## src/rtl/spi_pkg.sv

```systemverilog
// Shared frame layout, peripheral register map and controller state encoding
// for the SPI mode-0 configuration-write path.
package spi_pkg;

    localparam int FRAME_W = 16;
    localparam int ADDR_W  = 7;
    localparam int DATA_W  = 8;
    localparam int RW_BIT  = 15;

    localparam logic [ADDR_W-1:0] REG_EN_OUT_7_0  = 7'h00;
    localparam logic [ADDR_W-1:0] REG_EN_OUT_15_8 = 7'h01;
    localparam logic [ADDR_W-1:0] REG_EN_PWM_7_0  = 7'h02;
    localparam logic [ADDR_W-1:0] REG_EN_PWM_15_8 = 7'h03;
    localparam logic [ADDR_W-1:0] REG_PWM_DUTY    = 7'h04;

    typedef enum logic [1:0] {
        IDLE,
        SETUP,
        SHIFT,
        GAP
    } state_t;

    function automatic logic [FRAME_W-1:0] pack_frame(
        input logic              rw,
        input logic [ADDR_W-1:0] addr,
        input logic [DATA_W-1:0] data
    );
        logic [FRAME_W-1:0] f;
        f                     = '0;
        f[RW_BIT]             = rw;
        f[RW_BIT-1 -: ADDR_W] = addr;
        f[DATA_W-1:0]         = data;
        return f;
    endfunction

endpackage

```

## src/rtl/spi_clk_div.sv

```systemverilog
// SCLK half-period divider: o_phase_end strobes on the last clk of every
// CLK_DIV-cycle phase; held at zero while i_clr is high.
module spi_clk_div #(
    parameter int CLK_DIV = 4
) (
    input  logic clk,
    input  logic rst,
    input  logic i_clr,
    output logic o_phase_end
);

    localparam int CW = (CLK_DIV > 1) ? $clog2(CLK_DIV) : 1;

    logic [CW-1:0] r_cnt;

    assign o_phase_end = (r_cnt == CW'(CLK_DIV - 1));

    always_ff @(posedge clk or posedge rst) begin
        if (rst) begin
            r_cnt <= '0;
        end else if (i_clr || o_phase_end) begin
            r_cnt <= '0;
        end else begin
            r_cnt <= r_cnt + 1'b1;
        end
    end

endmodule

```

## src/rtl/spi_controller.sv

```systemverilog
// SPI mode-0 master issuing one 16-bit {rw, addr, data} frame per start; frame
// occupies 33*CLK_DIV + GAP_CYCLES clk, done lands one cycle later, start is ignored while busy.
module spi_controller
    import spi_pkg::*;
#(
    parameter int CLK_DIV    = 4,
    parameter int GAP_CYCLES = 8
) (
    input  logic              clk,
    input  logic              rst,
    input  logic              start,
    input  logic              rw,
    input  logic [ADDR_W-1:0] addr,
    input  logic [DATA_W-1:0] wdata,
    output logic              busy,
    output logic              done,
    output logic [DATA_W-1:0] rdata,
    output logic              sclk,
    output logic              ncs,
    output logic              copi,
    input  logic              cipo
);

    localparam int GW = $clog2(GAP_CYCLES);

    state_t             r_state, w_state_nxt;
    logic [FRAME_W-1:0] r_shift, w_shift_nxt;
    logic [DATA_W-1:0]  r_rx, w_rx_nxt;
    logic [DATA_W-1:0]  r_rdata, w_rdata_nxt;
    logic [3:0]         r_bit, w_bit_nxt;
    logic [GW-1:0]      r_gap, w_gap_nxt;
    logic               r_sclk, w_sclk_nxt;
    logic               r_ncs, w_ncs_nxt;
    logic               r_copi, w_copi_nxt;
    logic               r_busy, w_busy_nxt;
    logic               r_done, w_done_nxt;
    logic               w_phase_end;
    logic               w_div_clr;

    assign w_div_clr = (r_state == IDLE);

    spi_clk_div #(.CLK_DIV(CLK_DIV)) u_clk_div (
        .clk         (clk),
        .rst         (rst),
        .i_clr       (w_div_clr),
        .o_phase_end (w_phase_end)
    );

    always_ff @(posedge clk or posedge rst) begin
        if (rst) begin
            r_state <= IDLE;
            r_shift <= '0;
            r_rx    <= '0;
            r_rdata <= '0;
            r_bit   <= '0;
            r_gap   <= '0;
            r_sclk  <= 1'b0;
            r_ncs   <= 1'b1;
            r_copi  <= 1'b0;
            r_busy  <= 1'b0;
            r_done  <= 1'b0;
        end else begin
            r_state <= w_state_nxt;
            r_shift <= w_shift_nxt;
            r_rx    <= w_rx_nxt;
            r_rdata <= w_rdata_nxt;
            r_bit   <= w_bit_nxt;
            r_gap   <= w_gap_nxt;
            r_sclk  <= w_sclk_nxt;
            r_ncs   <= w_ncs_nxt;
            r_copi  <= w_copi_nxt;
            r_busy  <= w_busy_nxt;
            r_done  <= w_done_nxt;
        end
    end

    always_comb begin
        w_state_nxt = r_state;
        w_shift_nxt = r_shift;
        w_rx_nxt    = r_rx;
        w_rdata_nxt = r_rdata;
        w_bit_nxt   = r_bit;
        w_gap_nxt   = r_gap;
        w_sclk_nxt  = r_sclk;
        w_ncs_nxt   = r_ncs;
        w_copi_nxt  = r_copi;
        w_busy_nxt  = r_busy;
        w_done_nxt  = 1'b0;

        case (r_state)
            IDLE: begin
                if (start) begin
                    w_shift_nxt = pack_frame(rw, addr, wdata);
                    w_copi_nxt  = rw;
                    w_ncs_nxt   = 1'b0;
                    w_busy_nxt  = 1'b1;
                    w_bit_nxt   = '0;
                    w_state_nxt = SETUP;
                end
            end
            SETUP: begin
                if (w_phase_end) begin
                    w_sclk_nxt  = 1'b1;
                    w_state_nxt = SHIFT;
                end
            end
            SHIFT: begin
                if (w_phase_end) begin
                    if (r_sclk) begin
                        // Falling edge: capture CIPO, and move COPI except after bit 0 (hold time).
                        w_sclk_nxt = 1'b0;
                        w_rx_nxt   = {r_rx[DATA_W-2:0], cipo};
                        if (r_bit != 4'd15) begin
                            w_shift_nxt = r_shift << 1;
                            w_copi_nxt  = r_shift[FRAME_W-2];
                        end
                    end else if (r_bit == 4'd15) begin
                        w_state_nxt = GAP;
                        w_ncs_nxt   = 1'b1;
                        w_copi_nxt  = 1'b0;
                        w_gap_nxt   = '0;
                    end else begin
                        w_bit_nxt  = r_bit + 4'd1;
                        w_sclk_nxt = 1'b1;
                    end
                end
            end
            GAP: begin
                if (r_gap == GW'(GAP_CYCLES - 1)) begin
                    w_state_nxt = IDLE;
                    w_busy_nxt  = 1'b0;
                    w_done_nxt  = 1'b1;
                    w_rdata_nxt = r_rx;
                end else begin
                    w_gap_nxt = r_gap + 1'b1;
                end
            end
            default: w_state_nxt = IDLE;
        endcase
    end

    assign busy  = r_busy;
    assign done  = r_done;
    assign rdata = r_rdata;
    assign sclk  = r_sclk;
    assign ncs   = r_ncs;
    assign copi  = r_copi;

endmodule

```

## config.mk

```make
export PLATFORM = sky130hd
export DESIGN_NAME = spi_controller
export DESIGN_NICKNAME = d
export VERILOG_FILES = /design/src/rtl/spi_pkg.sv /design/src/rtl/spi_clk_div.sv /design/src/rtl/spi_controller.sv
export SDC_FILE = /design/constraint.sdc
export NUM_CORES = 1
export LEC_CHECK = 0
export CORE_MARGIN = 3
export CORE_UTILIZATION = 30
export CTS_BUF_LIST = sky130_fd_sc_hd__clkbuf_2
export CTS_CLUSTER_DIAMETER = 40
export DETAILED_ROUTE_END_ITERATION = 8
export GPL_TIMING_DRIVEN = 0
export HOLD_SLACK_MARGIN = 0.1
export PLACE_DENSITY = 0.54
export SKIP_CTS_REPAIR_TIMING = 1
export SYNTH_ARGS = -nofsm -noshare
export SYNTH_HDL_FRONTEND = slang
export SYNTH_HIERARCHICAL = 1
export SYNTH_SLANG_ARGS = --single-unit
```

## constraint.sdc

```tcl
create_clock -name clk -period 2.2 [get_ports clk]
set_input_delay 0.44 -clock clk [delete_from_list [all_inputs] [get_ports clk]]
set_output_delay 0.44 -clock clk [all_outputs]
set_load 0.1 [all_outputs]
```

==> results_dict.tcl <==
set metrics [dict create \
    finalHoldViolCount 0 \
    synth.distinct_cells 43 \
    worst_slack_ns 0.131 \
    synthTopCellsByArea "dfrtp_1, mux2_2, mux2_4" \
    crit_path_start "r_state[0]" \
    instances_no_fill 328 \
    dp.cells 320 \
    avgSynthCellArea_um2 12.7 \
    dr.first_iter.drc_count 83 \
    grt.busiest_layer "met1" \
    arrival_ns 2.40 \
    fin_skew_ns 0.0264 \
    die_h_um 95.3 \
    drt.antenna.violating_nets 0 \
    cts.sinks 47 \
    drc_errors 0 \
    worstPathRequired_ns 2.53 \
    syn2layout_area_growth_pct 24.3 \
    grt_start_max_net_pins 39 \
    vdd_ir_drop_max_v 0.000471 \
    yosysSeqAreaShare_pct 49.2 \
    grt_pass1_wl_um 7600 \
    path_clk_slew_ns 0.24 \
    rsz0062_at_grt "no" \
    diodes 0 \
    setup_viol 0 \
    dieArea_um2 9080 \
    path_class "flop to flop" \
    synth_edf_count 0 \
    dr.pass1.iters 4 \
    grt_use_met1_pct 15.7 \
    syn_inst 188 \
    final_area_um2 2970 \
    routed_wl_um 4440 \
    use_met3_pct 2.76 \
    tritoncts "done" \
    yosys.area.top_type_share_pct 48.1 \
    antenna_found_initial 0 \
    grt_usage_pct 10.8 \
    slew_violations 0 \
    synth_ff_type "dfrtp_1" \
    fin_setup_tns_ns 0 \
    root_buffer "clkbuf_2" \
    row_count 31 \
    synth_area_leader_cell "dfrtp_1" \
    use_met2_pct 15.5 \
    pre_cts_slack_ns 0.0269 \
    vias 1545 \
    min_path_type "primary input to async pin" \
    powerDensity_nw_per_um2 1340 \
    tightest_slew_ns 0.968 \
    gp_congestion 0.808 \
    r2r_start "r_state[0]" \
    portBuffers 32 \
    drv_cap 0 \
    ys_ff_latch 47 \
    synthArstFlopShare_pct 100 \
    status "completed" \
    cts_buffers 5 \
    fin_nets 256 \
    core_um2 7490 \
    netlist_area_um2 2390 \
    layout_min_cycle_time_ns 2.07 \
    die_x_um 95.3 \
    place_area_um2 2860 \
    relSlewSlack_pct 35.4 \
    cp-end-kind "flop" \
    drive_gt1_share_pct 33.2 \
    dpl.hpwl_um 3130 \
    yosys_warnings 6 \
    htree_levels 2 \
    p_leak_uw 0.00151 \
    ios 33 \
    start_kind "flop" \
    syn-num-nets 216 \
    min_period_over_period_pct 94.1 \
    insertion_delay_ns 0.43 \
    grt_pass1_vias 1577 \
    cts_max_path_buffers 2 \
    start_util_pct 31.9 \
    worstPathMaxFanout 10 \
    clock.fmax_mhz 483 \
    viasPerCell 4.71 \
    grt-ovfl-total 0 \
    wl_per_cell_um 13.5 \
]
[area by class of cell]
class / count / area (um2)
tap: 99 / 124
clock inverter: 3 / 67.6
timing repair buffer: 33 / 365
buffer: 9 / 75.1
sequential: 47 / 1180
fill: 735 / 4510
multi-input combinational: 120 / 1090
inverter: 12 / 45.0
clock buffer: 5 / 25.0
[flip-flops by register name (all words and copies together) (netlist names)]
register and flops:
rdata 8, done 1, r_rx 8, ncs 1
busy 1, r_state 2, copi 1, r_gap 3
sclk 1, u_clk_div/r_cnt 2, r_bit 4, r_shift 15
[critical path, cell delays in order (launching register included)]
cell	delay, ns
dfrtp_1	0.46
inv_1	0.08
ha_1	0.35
nand2b_2	0.20
o211ai_4	0.12
a21oi_4	0.26
buf_12	0.18
mux2_4	0.30
[path summary, 6_finish.rpt]
kind | to | slack, ns | cells after the start
worst max-delay path | r_shift[6] | 0.13 | 7
worst min-delay path | u_clk_div/r_cnt[0] | 0.16 | 2
worst max register to register | r_shift[6] | 0.13 | 7
worst min register to register | u_clk_div/r_cnt[0] | 0.47 | 1
max in group asynchronous | r_shift[6] | 1.50 | 3
min in group clk | u_clk_div/r_cnt[0] | 0.47 | 1
[metrics by stage]
step / hold WS, ns / power, uW / utilization [%]
5_1_grt: 0.147 / 4270 / 39.7
2_1_floorplan: 0.181 / 3030 / -
3_3_place_gp: 0.446 / 3400 / 37.9
6_report: 0.165 / 3980 / 39.7
4_1_cts: 0.152 / 4030 / 39.4
3_5_place_dp: 0.444 / 3430 / 38.1
[synth_stat cells (3+ instances only)]
| cell | count |
|---|---|
| a31oi_1 | 3 |
| nand2_1 | 12 |
| nand4_1 | 3 |
| buf_2 | 3 |
| a21oi_1 | 6 |
| dfrtp_1 | 46 |
| ha_1 | 8 |
| inv_1 | 11 |
| o21ai_0 | 5 |
| mux2_4 | 9 |
| mux2_2 | 36 |
| nor2_1 | 5 |
[power breakdown]
part / switching (uW) / internal, uW / total [uW]
combinational: 1060 / 998 / 2060
sequential: 166 / 1150 / 1320
clock: 292 / 304 / 597
[cell families (layout without fill, tap and decap cells)]
kind of cell	count (synthesis)	count (layout)	share of synthesized area (%)
mux	47	47	23.4
flops	47	47	49.2
simple gates	33	33	7.75
compound gates	32	32	10.4
buf+inv	21	62	5.02
fa+ha+maj	8	8	4.19
[metal layers]
layer	up-vias	wire length [um]
li1	752	-
met1	758	2250
met2	29	1940
met3	6	196
met4	0	56
met5	-	0
[placed cells by master (no fill, tap or decap), types with 2 or more instances in the layout]
cell type / count
dfrtp_1: 46
mux2_2: 36
clkdlybuf4s50_1: 19
nand2_1: 12
dlymetal6s2s_1: 12
inv_1: 10
mux2_4: 9
clkbuf_2: 8
ha_1: 8
a21oi_1: 6
o21ai_0: 5
nor2_1: 5
buf_2: 3
nand4_1: 3
a31oi_1: 3
buf_6: 2
nand3_2: 2
a21o_1: 2
a2bb2oi_1: 2
nand2b_2: 2
buf_12: 2
mux2i_1: 2
o31ai_1: 2
nor3_1: 2
o221ai_1: 2
bufinv_16: 2
Power figures use the tool's default switching activity.
==> variant, RTL diff (same flow settings) <==
Register the output `rdata` once more, with the module's reset; this adds one clock of latency there. The other outputs are not delayed to match.
--- a/src/rtl/spi_controller.sv
+++ b/src/rtl/spi_controller.sv
@@ -142,5 +142,11 @@
     assign busy  = r_busy;
     assign done  = r_done;
-    assign rdata = r_rdata;
+    always_ff @(posedge clk or posedge rst) begin
+        if (rst) begin
+            rdata <= '0;
+        end else begin
+            rdata <= r_rdata;
+        end
+    end
     assign sclk  = r_sclk;
     assign ncs   = r_ncs;
Check against the original RTL: no difference found for any inputs over 10 cycles, from zero or initial values and one cycle with rst high; that may be too few to reach the edited logic, so the function may still have changed.
==> variant against the unedited design <==
Count of clock-buffer cells in the layout is the same. Maximum frequency grew 0.14%. Core utilization shrank 2.1 points. First-iteration DRC count grew 31%. Routed wire length grew 30%. Sequential cell count grew 8. Setup slack gained 0.0030 ns. Sequential power grew 8%. Cell area grew 5.0%. Power shrank 12%. Hold slack lost 0.027 ns. Area after synthesis grew 8.1%. Highest routed layer unchanged.
==> variant: results (changes against the unedited design) <==
stage,metric,value,unit,change
cts,clock_path_buffers,2,,unchanged
placed_design,dpl.cell_count,372,,+16%
global_routing,grt_start_max_net_pins,34,,-13%
synthesis,synth.net_count,262,,+21%
drt,wl_per_cell,15.2,microns,+12%
drt,drt-pass1-iter-count,4,,unchanged
cts,cts.clk_slew.worst_paths,0.28,ns,+0.04 ns
placed_design,hpwlAfterDp,3930,microns,+25%
synthesis,synthTopCellsByArea,"dfrtp_1 (52%), mux2_2 (7.4%), a32oi_1 (4.7%)",,
synthesis,async_reset_ff_frac,1.00,,unchanged
global_routing,overflow,0,,unchanged
cells_and_area,largest-register,r_shift,,
synthesis,yosys_most_used_dff,dfrtp_1,,
critical_path,slowest_delay,0.75,ns,+0.29 ns
power_and_ir_drop,max-vdd-ir-drop,0.376,mV,-20%
critical_path,cp_max_fo,3,,-7
cts,cts_max_level,2,,unchanged
power_and_ir_drop,p_leak,0.00160,uW,+6.0%
global_routing,grt_pass1_vias,1984,,+26%
cts,numCtsBuffers,5,,unchanged
placed_design,port_buffers,32,,unchanged
hold_path,hold_path.class,input pin to async pin,,
drt,via_per_inst,5.07,,+7.7%
synthesis,ys_top_cells_by_count,"dfrtp_1 (54), nand2_1 (24), nand3_1 (20)",,
cells_and_area,largest_reg_flops,15,,unchanged
status,status,completed,,
critical_path,critPathTopFamily,buffers and inverters,,
drt,finalWirelength,5770,microns,+30%
drt,drtIter0Drc,109,,+31%
placed_design,placed_area,3060,sq um,+7.1%
timing,fin_skew,0.0143,ns,-0.0120 ns
critical_path,arrival,1.63,ns,-0.77 ns
placed_design,gp_congestion,0.758,,-6.1%
synthesis,ys_types,42,,-2.3%
timing,tightest_slew,0.978,ns,+0.0104 ns
cells_and_area,fill_cells,834,,+13%
cts,insertion_delay,0.45,ns,+0.02 ns
synthesis,synth_warnings,6,,unchanged
cells_and_area,antenna_cells,0,,unchanged
synthesis,ys_seq_area_frac,0.533,,+0.0405
global_routing,grt_pass1_wl,9980,microns,+31%
global_routing,gr-usage-all-layers,0.125,,+0.0175
cells_and_area,nNetsFinal,302,,+18%
cells_and_area,drive_above_1_share,0.171,,-0.161
critical_path,crit_slowest_cell,dlymetal6s2s_1,,
global_routing,antenna_found_initial,0,,unchanged
synthesis,syn_avg_cell_area,11.0,sq um,-13%
cts,root_buffer,clkbuf_2,,
-- variant: changes by cell type in the layout (fill, tap and decap cells not counted), sizes merged, moves of 4 or more --
cell / unedited run / this run
a32oi: 0 / 14
mux2: 45 / 18
nand3: 3 / 20
nand2: 13 / 24
dfrtp: 46 / 54
nand4: 3 / 14
clkbuf: 8 / 12
-- variant: final cells by class --
class / count / area, sq um / share of cell area
flip-flops and latches: 55 / 1380 / 0.441
multi-input cells: 153 / 1090 / 0.350
repair buffers: 33 / 358 / 0.115
well taps: 105 / 131 / 0.0421
plain buffers: 15 / 76.3 / 0.0245
inverters: 11 / 41.3 / 0.0132
clock buffers: 5 / 25.0 / 0.00802
clock inverters: 3 / 20.0 / 0.00642
-- variant: final timing paths --
path	from	to	slack, ns	depth (start not counted)
max reg2reg	r_state[0]	copi	0.14	6
min in group clk	r_rdata[0]	rdata[0]	0.42	0
min	rst	u_clk_div/r_cnt[0]	0.14	2
min reg2reg	r_rdata[0]	rdata[0]	0.42	0
max	busy	busy	0.13	1
max in group asynchronous	rst	ncs	1.31	3
-- variant: metal layers --
metal  track usage  up-vias  wire length (microns)
met5             0        -                      0
met4        0.0347        0                     62
met3        0.0410        5                    306
met2         0.181       30                   2550
met1         0.180      947                   2860
li1              -      946                      -
-- variant: logic make-up after synthesis --
family                     synth area share
muxes                                0.0784
buffers and inverters                0.0450
and+or+nand+nor                       0.171
adders and majority gates            0.0387
DFF                                   0.533
AOI/OAI and AO/OA                     0.134
-- variant: report_power, final --
part | internal (uW) | total, uW | switching, uW
clock | 75.0 | 408 | 333
sequential | 1250 | 1420 | 169
combinational | 599 | 1650 | 1050
total | 1920 | 3480 | 1560
-- variant: stage by stage --
stage / hold WS (ns) / total power [uW] / worst slack [ns]
2_1_floorplan: 0.181 / 2670 / 0.142
3_3_place_gp: 0.360 / 3080 / -0.682
3_5_place_dp: 0.359 / 3110 / 0.0127
4_1_cts: 0.121 / 3520 / -0.506
5_1_grt: 0.129 / 3780 / 0.0205
6_report: 0.137 / 3480 / 0.134
